`src/rtl/pc_sequencer.sv`:
```
// pc_sequencer -- next-PC controller for the fetch stage.
//
// Chooses the next fetch PC from the sequential path (+INSTR_BYTES), an
// EX-stage taken branch or an ID-stage jump. Holds the PC while the hazard
// unit stalls, remembers a redirect that shows up during a stall, issues a
// one-cycle IF/ID flush whenever a redirect is taken, and parks the core at
// HALT_PC until reset.
//
// Optional feature macro: PC_SEQ_PERF_CNT_EN
//   When defined, two saturating 16-bit performance counters are added:
//   stall_cnt_o (stalled cycles outside HALT) and redirect_cnt_o (flush pulses).
//
// Ports
//   clk_i            in   1     clock, all state on rising edge
//   start_i          in   1     synchronous active-low reset
//   stall_i          in   1     hazard stall, hold PC
//   branch_i         in   1     EX-stage taken branch
//   branch_target_i  in   XLEN  branch target
//   jump_i           in   1     ID-stage jump
//   jump_target_i    in   XLEN  jump target
//   pc_o             out  XLEN  registered fetch PC
//   flush_o          out  1     registered 1-cycle IF/ID flush pulse
//   halted_o         out  1     core parked at HALT_PC
//   state_o          out  2     00 RUN, 01 STALL, 10 HALT
//   stall_cnt_o      out  16    (macro only) stalled-cycle counter
//   redirect_cnt_o   out  16    (macro only) flush-pulse counter
module pc_sequencer #(
  parameter int              XLEN        = 32,
  parameter logic [XLEN-1:0] RESET_PC    = '0,
  parameter logic [XLEN-1:0] HALT_PC     = 248,
  parameter logic [XLEN-1:0] INSTR_BYTES = 4
) (
  input  logic            clk_i,
  input  logic            start_i,
  input  logic            stall_i,
  input  logic            branch_i,
  input  logic [XLEN-1:0] branch_target_i,
  input  logic            jump_i,
  input  logic [XLEN-1:0] jump_target_i,
  output logic [XLEN-1:0] pc_o,
  output logic            flush_o,
  output logic            halted_o,
  output logic [1:0]      state_o
`ifdef PC_SEQ_PERF_CNT_EN
  ,
  output logic [15:0]     stall_cnt_o,
  output logic [15:0]     redirect_cnt_o
`endif
);

  localparam logic [1:0] ST_RUN   = 2'b00;
  localparam logic [1:0] ST_STALL = 2'b01;
  localparam logic [1:0] ST_HALT  = 2'b10;

  // Instruction fetch is word-granular, so the low two target bits are dropped.
  function automatic logic [XLEN-1:0] word_align(input logic [XLEN-1:0] addr);
    return {addr[XLEN-1:2], 2'b00};
  endfunction

  logic [1:0]      r_state;
  logic [XLEN-1:0] r_pc;
  logic            r_flush;
  logic            r_halted;
  logic            r_pend_v;
  logic [XLEN-1:0] r_pend_tgt;

  logic [XLEN-1:0] w_br_tgt;
  logic [XLEN-1:0] w_jmp_tgt;
  logic [XLEN-1:0] w_redir_tgt;
  logic            w_redirect;
  logic [XLEN-1:0] w_seq_pc;

  always_comb begin
    w_br_tgt    = word_align(branch_target_i);
    w_jmp_tgt   = word_align(jump_target_i);
    w_redirect  = branch_i | jump_i;
    // Branch is older than jump in program order, so it wins.
    w_redir_tgt = branch_i ? w_br_tgt : w_jmp_tgt;
    w_seq_pc    = r_pc + INSTR_BYTES;
  end

  // Stage p0: next-PC selection and FSM update
  always_ff @(posedge clk_i) begin
    if (!start_i) begin
      r_state  <= ST_RUN;
      r_pc     <= RESET_PC;
      r_flush  <= 1'b0;
      r_halted <= 1'b0;
      r_pend_v <= 1'b0;
    end else begin
      case (r_state)
        ST_RUN: begin
          r_flush <= 1'b0;
          if (r_pc == HALT_PC) begin
            // Halt takes precedence over any redirect or stall this cycle.
            r_state  <= ST_HALT;
            r_halted <= 1'b1;
          end else if (w_redirect && !stall_i) begin
            r_pc    <= w_redir_tgt;
            r_flush <= 1'b1;
          end else if (w_redirect) begin
            r_pend_v   <= 1'b1;
            r_pend_tgt <= w_redir_tgt;
            r_state    <= ST_STALL;
          end else if (stall_i) begin
            r_state <= ST_STALL;
          end else begin
            r_pc <= w_seq_pc;
          end
        end
        ST_STALL: begin
          if (stall_i) begin
            r_flush <= 1'b0;
            // A younger jump must never displace an already-buffered branch.
            if (branch_i) begin
              r_pend_v   <= 1'b1;
              r_pend_tgt <= w_br_tgt;
            end else if (jump_i && !r_pend_v) begin
              r_pend_v   <= 1'b1;
              r_pend_tgt <= w_jmp_tgt;
            end
          end else begin
            r_state  <= ST_RUN;
            r_pend_v <= 1'b0;
            if (branch_i) begin
              r_pc    <= w_br_tgt;
              r_flush <= 1'b1;
            end else if (r_pend_v) begin
              r_pc    <= r_pend_tgt;
              r_flush <= 1'b1;
            end else if (jump_i) begin
              r_pc    <= w_jmp_tgt;
              r_flush <= 1'b1;
            end else begin
              r_pc    <= w_seq_pc;
              r_flush <= 1'b0;
            end
          end
        end
        ST_HALT: begin
          r_flush  <= 1'b0;
          r_halted <= 1'b1;
        end
        default: begin
          r_state <= ST_RUN;
          r_flush <= 1'b0;
        end
      endcase
    end
  end

  assign pc_o     = r_pc;
  assign flush_o  = r_flush;
  assign halted_o = r_halted;
  assign state_o  = r_state;

`ifdef PC_SEQ_PERF_CNT_EN
  function automatic logic [15:0] sat_inc(input logic [15:0] cnt);
    return (cnt == 16'hFFFF) ? cnt : cnt + 16'd1;
  endfunction

  logic [15:0] r_stall_cnt;
  logic [15:0] r_redirect_cnt;

  // Stage p0: performance counters
  always_ff @(posedge clk_i) begin
    if (!start_i) begin
      r_stall_cnt    <= '0;
      r_redirect_cnt <= '0;
    end else begin
      if (stall_i && (r_state != ST_HALT)) r_stall_cnt <= sat_inc(r_stall_cnt);
      if (r_flush)                         r_redirect_cnt <= sat_inc(r_redirect_cnt);
    end
  end

  assign stall_cnt_o    = r_stall_cnt;
  assign redirect_cnt_o = r_redirect_cnt;
`endif

endmodule

```
`config.mk`:
```
export PLATFORM = sky130hd
export DESIGN_NAME = pc_sequencer
export DESIGN_NICKNAME = d
export VERILOG_FILES = /design/src/rtl/pc_sequencer.sv
export SDC_FILE = /design/constraint.sdc
export NUM_CORES = 1
export LEC_CHECK = 0
export ABC_AREA = 1
export CORE_ASPECT_RATIO = 0.5
export CORE_MARGIN = 2
export CORE_UTILIZATION = 53
export CTS_BUF_LIST = sky130_fd_sc_hd__clkbuf_4 sky130_fd_sc_hd__clkbuf_8 sky130_fd_sc_hd__clkbuf_16
export DETAILED_ROUTE_END_ITERATION = 10
export PLACE_DENSITY = 0.82
export REMOVE_ABC_BUFFERS = 1
export SYNTH_ARGS = -nofsm -noshare
export SYNTH_HDL_FRONTEND = slang
export SYNTH_SLANG_ARGS = --single-unit
```
`constraint.sdc`:
```
create_clock -name clk_i -period 14.24 [get_ports clk_i]
set_input_delay 4.272 -clock clk_i [delete_from_list [all_inputs] [get_ports clk_i]]
set_output_delay 4.272 -clock clk_i [all_outputs]
set_load 0.02 [all_outputs]
```
; Yosys cells after proc, flatten, opt, wreduce, memory -nomap -nowiden
; Index checks and enable logic that the tools add are counted.
[op_classes]
add_sub_neg = 1
multipliers = 0
div_mod_pow = 0
n_lt_le_gt_ge = 0
n_eq_ne = 15
shifts = 0
mux = 39
bitwise = 2
n_reduce_logical = 12
[op_table]
columns = cell, count
row1 = two-way mux 32 bit, 15
row2 = case mux 32 bit (2 select lines), 2
row3 = "adder 32 x 3 -> 32 bit, second input constant", 1
row4 = "equality test 32 x 8 -> 1 bit, second input constant", 1
row5 = two-way mux 1 bit, 13
row6 = "inequality test 2 bit, second input constant", 6
row7 = "inequality test 3 bit, second input constant", 4
row8 = two-way mux 2 bit, 5
row9 = AND reduction 5 bit, 2
row10 = "inequality test 4 bit, second input constant", 2
row11 = AND reduction 7 bit, 1
row12 = case mux 1 bit (2 select lines), 3
row13 = case mux 2 bit (3 select lines), 1
row14 = AND reduction 4 bit, 1
row15 = nonzero test 2 bit, 2
row16 = "equality test 2 x 1 -> 1 bit, second input constant", 1
row17 = "equality test 2 bit, second input constant", 1
row18 = logical AND 1 bit, 2
row19 = logical NOT 1 bit, 2
row20 = logical NOT 2 bit, 1
row21 = AND reduction 2 bit, 1
row22 = NOT 1 bit, 1
row23 = bitwise OR 1 bit, 1
[word_totals]
register_bits = 69
latchBits = 0
ramBits = 0
mem_bits_ro = 0
input_bits = 69
output_inout_bits = 36
elab_cells = 75
memories = 0

; Longest topological paths before layout
; Gate-level depths: netlist of run 1.
[depth]
word_depth = 6
ltp_mapped = 14
ltp_nobuf = 14

; Worst setup path before layout of run 1
; Ideal clock, no wire load.
[synth_path]
kind = in2reg
start = input port branch_i
end = register r_pend_tgt[10], enable pin
setup_time_ns = 0.493
arrival_time_ns = 7.671
t_required_ns = 13.747
path_slack_ns = 6.076
stages = 4
n_path_buf = 2
path_cell_list = buf_4 -> buf_2 -> nor3_1 -> nor4_1
[synth_via]
elab_chain_len = 4
elab_cells_between_ends = 6
cone_classes = eq/ne: 3 / bitwise: 1 / reduce/logical: 2
[synth_rtl]
columns = item, line
row1 = "start, declared", 36  ; input logic branch_i,
row2 = bitwise OR 1 bit, 76  ; w_redirect = branch_i | jump_i;
row3 = logical AND 1 bit, 98  ; end else if (w_redirect && !stall_i) begin
row4 = inequality test 2 bit (no line), -
row5 = AND reduction 7 bit (no line) (*), -
row6 = "end signal, assigned", 103  ; r_pend_tgt <= w_redir_tgt;
row7 = "end signal, assigned", 117  ; r_pend_tgt <= w_br_tgt;
row8 = "end signal, assigned", 120  ; r_pend_tgt <= w_jmp_tgt;
row9 = "end, declared", 65  ; logic [XLEN-1:0] r_pend_tgt;
; Mark *: on every way between the ends. The rest lies on a longest branch, timed or not.
; A chain may end at the register's enable or synchronous reset.

; Worst setup path in the final report of run 1
[layout_path]
start = input port jump_i
end = register r_pend_tgt[23], enable pin
[layout_via]
elab_chain_len = 4
elab_cells_between_ends = 7
cone_classes = eq/ne: 3 / bitwise: 1 / reduce/logical: 3
[layout_rtl]
columns = item, line
row1 = "start, declared", 38  ; input logic jump_i,
row2 = bitwise OR 1 bit, 76
row3 = logical AND 1 bit, 98
row4 = inequality test 2 bit (no line), -
row5 = AND reduction 7 bit (no line) (*), -
; Marks and branches as above.

==> out/metrics.yaml, run 1 <==
crit_required_ps: 14210
synth_top_flop_cell: "dfxtp_1"
status: "complete, no violations"
grt_antenna_before_repair: 0
std_cell_rows: 25
min_from: "halted_o$_SDFFE_PN0P_"
wl_met1_mm: 7.041
crit_start: "jump_i"
via_per_inst: 5.499
post_cts_resized: 0
cts-buffers-inserted: 9
track_usage_pct: 31.32
vdd_ir_drop_max_mv: 0.05195
fin_setup_tns_ps: 0
synth.top_cells.by_count: "nand2_1 (326), a21oi_1 (103), inv_1 (85), nor2_1 (68), o21ai_0 (58)"
wl_met2_mm: 7.045
wl_per_cell_um: 15.25
cp-start-kind: "primary input"
worstMarginPinSlew_ps: 1215
grt_pass1_wl_mm: 25.69
synthArstFlopShare_pct: 0
p_leak_nw: 2.568
cts_buffer_depth: 2
cts_setup_buffers: 0
cap_violations: 0
insertion_delay_ps: 330
clockRootBuffer: "clkbuf_16"
first_pass_iters: 5
slowest_delay_ps: 610
htree_levels: 3
cp_cell_sequence: "clkdlybuf4s50_1 > nand2_1 > inv_1 > nor3_1 > nor4_2 > buf_4"
die_area_um2: 10620
cellPowerDensity_nw_per_um2: 90.92
period_needed_ps: 6893
ys_warn_count: 0
ctsHoldBuffers: 0
period_share_pct: 48.40
slowest_stage: "nand2_1"
syn_to_final_growth_pct: 23.42
ys_top_cells_by_area: "nand2_1 (24%), edfxtp_1 (17%), dfxtp_1 (14%), a21oi_1 (10%), inv_1 (6.2%)"
synth_cell_type_count: 38
regToRegStartpoint: "r_pend_v$_SDFFE_PN0P_"
setup_viol: 0
path_max_fanout: 30
hpwl_mm: 10.70
path_class: "primary input to flip-flop"
drt_wl_total_mm: 16.30
hold_viol_final: 0
io_buffer_count: 98
fin_nets: 1001
clock_skew_ps: 5.307
start_util_pct: 54.63
drive_gt1_share_pct: 4.925
post-route-util_pct: 67.42
diodes: 0
syn_area_um2: 5177
synth_cells: 857
ios: 105
route.met3.wl_mm: 1.966
top_layer: "met4"
netlist.area_leader.share_pct: 23.63
via_count: 5878
fp.dieH_um: 73.89
die_w_um: 143.8
grt_max_degree: 82
avgSynthCellArea_um2: 6.041
clock-sinks: 65
ys_seq_area_share_pct: 30.93
crit_arrival_ps: 6870
cts.clk_slew.worst_paths_ps: 50
overflow: 0
finalPower_mw: 0.5810
grt_pass1_vias: 5163
ant_nets: 0
crit_family: "buffers and inverters"
yosysTopAreaCell: "nand2_1"
rsz0062_at_grt: "false"
holdWs_ps: 458.8
drt_drc_violations_left: 0
synth_seq_cells: 65
tritoncts: "done"
end_kind: "flip-flop"
core_area_um2: 9478
gp_congestion: 0.9756
yosysMostFrequentCell: "nand2_1"
cp_num_buf_inv: 3
timing.fmax_ghz: 0.1451
hold_path.class: "flip-flop to flip-flop"
slew_viol_final: 0
relSlewSlack_pct: 18.47
synth-edff-count: 30
first_iter_violations: 627
-- cell type report --
class	count	area, um2
clock buffer	11	240.2
clock inverter	4	45.04
fill	864	3088
inverter	89	334.1
multi-input combinational	662	2987
sequential	65	1602
tap	135	168.9
timing repair buffer	103	1013
-- through the flow --
stage | area (um2) | setup slack, ps | std cells
6_report | 6390 | 7347 | 1069
5_1_grt | 6390 | 7244 | 1069
4_1_cts | 6390 | 7428 | 1069
3_5_place_dp | 6105 | 7082 | 1054
3_3_place_gp | 6105 | 7137 | 1054
2_1_floorplan | 4916 | 5917 | 816
-- worst paths after layout --
path	endpoint	slack, ps	cells past startpoint
worst max-delay path	r_pend_tgt[23]$_DFFE_PP_	7350	6
worst min-delay path	halted_o$_SDFFE_PN0P_	460	2
worst max register to register	r_pend_tgt[23]$_DFFE_PP_	11170	7
worst min register to register	halted_o$_SDFFE_PN0P_	460	2
-- flip-flops by register name, indices dropped and copies added (netlist names) --
| register | count |
|---|---|
| r_pend_tgt | 30 |
| pc_o | 30 |
| r_pend_v | 1 |
| state_o | 2 |
| halted_o | 1 |
| flush_o | 1 |
-- worst min-delay path: cells and delay by family (launching register included) --
kind	cells	cell delay, ps
DFF	1	320
and+or+nand+nor	1	50
AOI/OAI and AO/OA	1	60
-- cells in the final DEF, fill, tap and decap left out, types with 2 or more instances in the layout --
master | netlist | final
nor2_1 | 68 | 68
a21oi_2 | 4 | 4
o211ai_1 | 2 | 2
nand4_1 | 8 | 8
a21oi_1 | 103 | 103
inv_2 | 3 | 3
clkbuf_16 | 0 | 9
nand2_2 | 4 | 4
edfxtp_1 | 30 | 30
clkinv_2 | 0 | 3
conb_1 | 1 | 2
nand3_1 | 43 | 43
dfxtp_1 | 35 | 35
nor2_2 | 7 | 7
nand3_2 | 2 | 2
xor2_1 | 9 | 9
o21ai_0 | 58 | 58
nor3_1 | 5 | 5
nand2_1 | 326 | 326
nor4_1 | 3 | 2
inv_1 | 85 | 85
clkbuf_4 | 0 | 2
ha_1 | 2 | 2
o21ai_1 | 2 | 2
buf_4 | 8 | 5
xnor2_1 | 4 | 4
clkdlybuf4s50_1 | 0 | 97
nor2_4 | 4 | 4
-- where the power goes --
| group | internal (mW) | total, mW | switching (mW) |
|---|---|---|---|
| sequential | 0.209 | 0.223 | 0.0139 |
| clock | 0.138 | 0.221 | 0.0831 |
| combinational | 0.0554 | 0.138 | 0.0822 |
| total | 0.402 | 0.581 | 0.179 |
-- cell families (layout without fill, tap and decap cells) --
family          after synthesis  after routing  synth area share, %
compound gates              174            174                17.47
xor+xnor                     13             13                2.199
fa+ha+maj                     2              2               0.4832
buf+inv                     131            207                11.58
flops                        65             65                30.93
other cells                   1              2              0.07243
simple gates                471            471                37.26
-- per-layer routing --
metal	GRT usage, %	vias to the layer above
li1	-	2898
met1	42.14	2629
met2	49.26	326
met3	9.909	25
met4	7.843	0
met5	0	-
Power figures use the tool's default switching activity.
==> run 2: changes to the inputs <==
- CORE_UTILIZATION: 53 -> 48
- PLACE_DENSITY: 0.82 -> 0.78
- clock period: 14.24 -> 5.6 ns (I/O delays scaled with it)
==> run 2 against run 1 <==
  * Sequential share of layout area is 0.44 points lower
  * Largest power group is now the clock network
  * Highest routed layer unchanged
  * Clock-buffer cell count is 1 higher
  * Critical path type unchanged
  * Die area is 10% higher
  * Global-route usage is 3.0 points lower
  * Non-clock buffer count is 4 higher
  * Power grew to 2.8 times the previous value
==> out/metrics.yaml, run 2 (synthesized netlist as in run 1, its figures left out) <==
grt_use_met3_pct: 4.765  # was 9.909%
grt_pass1_vias: 5246  # was 5163
p_leak_nw: 2.616  # was 2.568 nW
overflow: 0  # unchanged
clockRootBuffer: "clkbuf_16"  # unchanged
grtUsageMet2_pct: 43.82  # was 49.26%
cts-buffers-inserted: 9  # unchanged
relSlewSlack_pct: 23.68  # was 18.47%
grt_max_degree: 63  # was 82
place_inst: 1063  # was 1054
fin_nets: 1005  # was 1001
track_usage_pct: 28.30  # was 31.32%
first_iter_violations: 619  # was 627
crit_arrival_ps: 3680  # was 6870 ps
cts.clk_slew.worst_paths_ps: 60  # was 50 ps
rsz0062_at_grt: "false"  # unchanged
detailed_place.area_um2: 6141  # was 6105 um2
insertion_delay_ps: 340  # was 330 ps
post-route-util_pct: 62.88  # was 67.42%
slew_viol_final: 0  # unchanged
use_met1_pct: 40.93  # was 42.14%
fp.dieH_um: 77.44  # was 73.89 um
design_area_um2: 6505  # was 6390 um2
path_max_fanout: 24  # was 30
cellPowerDensity_nw_per_um2: 247.5  # was 90.92 nW/um2
end_kind: "flip-flop"  # unchanged
power.share.switching_pct: 28.89  # was 30.84%
first_pass_iters: 6  # was 5
grt-busiest-layer: "met2"  # unchanged
post_cts_resized: 0  # unchanged
power_frac_seq_pct: 35.2  # was 38.3%
grt_pass1_wl_mm: 26.09  # was 25.69 mm
cts_buffer_depth: 2  # unchanged
setup_viol: 0  # unchanged
clock-sinks: 65  # unchanged
via_count: 5835  # was 5878
worstMarginPinSlew_ps: 1143  # was 1215 ps
hold_viol_final: 0  # unchanged
path_class: "primary input to flip-flop"  # unchanged
core_area_um2: 10340  # was 9478 um2
hpwl_mm: 11.06  # was 10.70 mm
switchingPower_mw: 0.4652  # was 0.1792 mW
final_cell_mix: "nand2_1 (326), a21oi_1 (103), clkdlybuf4s50_1 (97)"  # unchanged
start_util_pct: 50.05  # was 54.63%
hold_path.class: "flip-flop to flip-flop"  # unchanged
vdd_ir_drop_max_mv: 0.1583  # was 0.05195 mV
period_share_pct: 65.71
cap_violations: 0  # unchanged
timing.fmax_ghz: 0.2718
crit_required_ps: 5600  # was 14210 ps
cp-start-kind: "primary input"  # unchanged
ios: 105  # unchanged
htree_levels: 3  # unchanged
clock_skew_ps: 4.084  # was 5.307 ps
ant_nets: 0  # unchanged
gp_congestion: 0.9781  # was 0.9756
p_clk_share_pct: 43.2  # was 38.0%
finalPower_mw: 1.610  # was 0.5810 mW
cts_setup_buffers: 0  # unchanged
std_cell_rows: 26  # was 25
ctsHoldBuffers: 0  # unchanged
internal-power_mw: 1.145  # was 0.4018 mW
io_buffer_count: 98  # unchanged
fin_cells: 1079  # was 1069
grt_antenna_before_repair: 0  # unchanged
via_per_inst: 5.408  # was 5.499
drt_drc_violations_left: 0  # unchanged
drt_wl_total_mm: 16.11  # was 16.30 mm
holdWs_ps: 468.8  # was 458.8 ps
period_needed_ps: 3680
wl_per_cell_um: 14.93  # was 15.25 um
p_comb_share_pct: 21.6  # was 23.7%
layout_commonest_cell: "nand2_1"  # unchanged
tritoncts: "done"  # unchanged
die_area_um2: 11680  # was 10620 um2
syn_to_final_growth_pct: 25.64  # was 23.42%
diodes: 0  # unchanged
drive_gt1_share_pct: 5.431  # was 4.925%
status: "complete, no violations"  # unchanged
die_w_um: 150.9  # was 143.8 um
## run 2: cell count changes in the layout (fill, tap and decap cells not counted), sizes merged
cell,before,now
buf,6,10
clkinv,4,1
bufinv,1,3
clkbuf,11,12
clkinvlp,0,1
## run 2: final timing paths
| kind | startpoint | to | slack, ps | cells after the start |
|---|---|---|---|---|
| setup / recovery | jump_i | r_pend_tgt[26]$_DFFE_PP_ | 1920 | 7 |
| hold / removal | halted_o$_SDFFE_PN0P_ | halted_o$_SDFFE_PN0P_ | 470 | 2 |
| setup reg to reg | pc_o[22]$_SDFFE_PN0P_ | pc_o[8]$_SDFFE_PN0P_ | 3240 | 13 |
| hold reg to reg | halted_o$_SDFFE_PN0P_ | halted_o$_SDFFE_PN0P_ | 470 | 2 |
## run 2: power groups by stage
stage	Sequential (mW)	Clock, mW	Combinational (mW)
6_report	0.567	0.695	0.348
3_5_place_dp	0.576	0	0.343
2_1_floorplan	0.589	0	0.173
5_1_grt	0.571	0.717	0.387
4_1_cts	0.566	0.699	0.346
3_3_place_gp	0.575	0	0.335
## run 2: stage by stage
step	setup slack, ps	TNS, ps
5_1_grt	1788	0
3_3_place_gp	1644	0
6_report	1920	0
3_5_place_dp	1588	0
2_1_floorplan	-130.7	-3922
4_1_cts	1930	0
## run 2: cell type report
| type | instances | area, um2 |
|---|---|---|
| repair buffers | 107 | 1044 |
| well taps | 140 | 175.2 |
| clock buffers | 12 | 266.5 |
| inverters | 89 | 334.1 |
| multi-input cells | 662 | 2987 |
| fillers | 1042 | 3840 |
| flip-flops and latches | 65 | 1602 |
| clock inverters | 4 | 97.59 |
## run 2: critical path: stages
cell and delay, ps:
clkdlybuf4s50_1 520, nand2_1 70, buf_4 230, inv_1 300, nor3_1 130, nor4_2 350, buf_4 390
## run 2: layer usage
metal,vias to the layer above,routed length [um]
met1,2618,7478
li1,2916,-
met4,0,214
met3,21,1526
met2,280,6887
met5,-,0
==> run 3: changes to the inputs <==
- clock period: 5.6 -> 3.17 ns (I/O delays scaled with it)
==> run 3 against run 2 <==
  * Clock-buffer cell count unchanged
  * Register-to-register slack worse by 2300 ps
  * Hold slack worse by 0.64 ps
  * Design area up 1.2%
  * Critical endpoint is now pc_o[4]
  * Core utilization up 0.75 points
  * Setup slack worse by 1200 ps
  * Global-route usage up 0.19 points
  * Largest power group unchanged
  * Largest cell class unchanged
  * Highest routed layer unchanged
==> out/metrics.yaml, run 3 (synthesized netlist as in run 1, its figures left out) <==
setup_viol: 0  # unchanged
path_max_fanout: 9  # was 24
core_area_um2: 10340  # unchanged
regToRegStartpoint: "state_o[1]$_SDFFE_PN0P_"  # was pc_o[22]$_SDFFE_PN0P_
clock_skew_ps: 6.041  # was 4.084 ps
ios: 105  # unchanged
crit_family: "buffers and inverters"  # unchanged
via_per_inst: 5.352  # was 5.408
grt_antenna_before_repair: 0  # unchanged
clock-sinks: 65  # unchanged
layout_commonest_cell: "nand2_1"  # unchanged
cp-start-kind: "flip-flop"  # was primary input
fin_setup_tns_ps: 0  # unchanged
rsz0062_at_grt: "false"  # unchanged
p_comb_share_pct: 22.1  # was 21.6%
gp_congestion: 0.9670  # was 0.9781
whs_path_depth: 2  # unchanged
slew_viol_final: 0  # unchanged
clockRootBuffer: "clkbuf_16"  # unchanged
track_usage_pct: 28.48  # was 28.30%
design_area_um2: 6583  # was 6505 um2
std_cell_rows: 26  # unchanged
grt_pass1_wl_mm: 26.36  # was 26.09 mm
path_class: "flip-flop to primary output"  # was primary input to flip-flop
hold_viol_final: 0  # unchanged
drt_drc_violations_left: 0  # unchanged
drt_wl_total_mm: 16.22  # was 16.11 mm
cp_num_buf_inv: 1  # was 4
slowest_stage: "clkdlybuf4s50_1"  # unchanged
ant_nets: 0  # unchanged
cap_violations: 0  # unchanged
timing.fmax_ghz: 0.4031
period_share_pct: 78.25
diodes: 0  # unchanged
first_iter_violations: 573  # was 619
regToRegSetupSlack_ps: 920  # was 3240 ps
cellPowerDensity_nw_per_um2: 432.8  # was 247.5 nW/um2
start_util_pct: 50.05  # unchanged
htree_levels: 3  # unchanged
insertion_delay_ps: 330  # was 340 ps
p_clk_share_pct: 42.8  # was 43.2%
min_from: "halted_o$_SDFFE_PN0P_"  # unchanged
ctsHoldBuffers: 0  # unchanged
r2r-end: "pc_o[2]$_SDFFE_PN0P_"  # was pc_o[8]$_SDFFE_PN0P_
syn_to_final_growth_pct: 27.14  # was 25.64%
holdWs_ps: 468.1  # was 468.8 ps
wl_per_cell_um: 14.93  # about the same
via_count: 5812  # was 5835
cts_setup_buffers: 0  # unchanged
crit_start: "pc_o[4]$_SDFFE_PN0P_"  # was jump_i
cts.clk_slew.worst_paths_ps: 60  # about the same
die_area_um2: 11680  # unchanged
p_leak_nw: 2.659  # was 2.616 nW
cts-buffers-inserted: 9  # unchanged
crit_arrival_ps: 1530  # was 3680 ps
nFillCells: 1012  # was 1042
tritoncts: "done"  # unchanged
first_pass_iters: 6  # unchanged
power_frac_seq_pct: 35.1  # was 35.2%
fp.dieH_um: 77.44  # unchanged
post_cts_resized: 0  # unchanged
grt_pass1_vias: 5228  # was 5246
end_kind: "primary output"  # was flip-flop
detailed_place.area_um2: 6218  # was 6141 um2
cp_cell_sequence: "clkdlybuf4s50_1"  # was clkdlybuf4s50_1 > nand2_1 > buf_4 > inv_1 > nor3_1 > nor4_2 > buf_4
internal-power_mw: 2.034  # was 1.145 mW
hold_path.class: "flip-flop to flip-flop"  # unchanged
grt_max_degree: 64  # was 63
slowest_delay_ps: 680  # was 520 ps
power.share.switching_pct: 28.61  # was 28.89%
status: "complete, no violations"  # unchanged
die_w_um: 150.9  # unchanged
vdd_ir_drop_max_mv: 0.2458  # was 0.1583 mV
io_buffer_count: 98  # unchanged
fin_nets: 1012  # was 1005
worstMarginPinSlew_ps: 739.7  # was 1143 ps
overflow: 0  # unchanged
rr_worst_depth: 8  # was 13
final_cell_mix: "nand2_1 (326), a21oi_1 (103), clkdlybuf4s50_1 (97)"  # unchanged
hold_path_end: "halted_o$_SDFFE_PN0P_"  # unchanged
cts_buffer_depth: 2  # unchanged
crit_required_ps: 2220  # was 5600 ps
drive_gt1_share_pct: 6.131  # was 5.431%
relSlewSlack_pct: 50.61  # was 23.68%
switchingPower_mw: 0.8150  # was 0.4652 mW
post-route-util_pct: 63.63  # was 62.88%
hpwl_mm: 11.69  # was 11.06 mm
period_needed_ps: 2481
run 3: worst min-delay path, stage by stage, from the launching register on:
cell and delay (ps):
dfxtp_1 320, nand2_1 50, o21ai_0 70
run 3: power groups by stage:
stage | sequential, mW | combinational (mW) | clock [mW]
detailed placement | 1.02 | 0.622 | 0
CTS | 0.999 | 0.627 | 1.23
floorplan | 1.04 | 0.306 | 0
finish | 1.00 | 0.629 | 1.22
global route | 1.01 | 0.701 | 1.28
global placement | 1.01 | 0.607 | 0
run 3: final cells by class:
type,instances,area [um2],share of cell area [%]
Clock buffer,12,266.5,4.049
Clock inverter,4,97.59,1.483
Inverter,89,334.1,5.075
Multi-Input combinational cell,662,2987,45.37
Sequential cell,65,1602,24.33
Tap cell,140,175.2,2.661
Timing Repair Buffer,114,1121,17.03
run 3: how the worst max path moves through the flow:
stage          slack [ps]  cells past startpoint                  endpoint
6_report              690                      1                   pc_o[4]
5_1_grt               590                      6  r_pend_tgt[26]$_DFFE_PP_
4_1_cts               670                      1                   pc_o[4]
3_5_place_dp          360                      6  r_pend_tgt[18]$_DFFE_PP_
3_3_place_gp          420                      6  r_pend_tgt[18]$_DFFE_PP_
2_1_floorplan       -1830                      4  r_pend_tgt[10]$_DFFE_PP_
run 3: per-stage QoR:
stage / instances / total power [mW] / setup WS (ps)
2_1_floorplan: 816 / 1.346 / -1832
3_3_place_gp: 1070 / 1.622 / 415.8
3_5_place_dp: 1070 / 1.638 / 365.0
4_1_cts: 1086 / 2.859 / 674.2
5_1_grt: 1086 / 2.987 / 591.9
6_report: 1086 / 2.849 / 689.4
run 3: metal layers:
metal | vias to the layer above | share of wire (%) | GRT usage [%] | routed length [um]
met4 | 0 | 1.0 | 5.888 | 167
met1 | 2621 | 47 | 41.05 | 7605
met3 | 15 | 9.1 | 5.588 | 1481
li1 | 2922 | - | - | -
met2 | 254 | 43 | 44.32 | 6965
met5 | - | 0 | 0 | 0
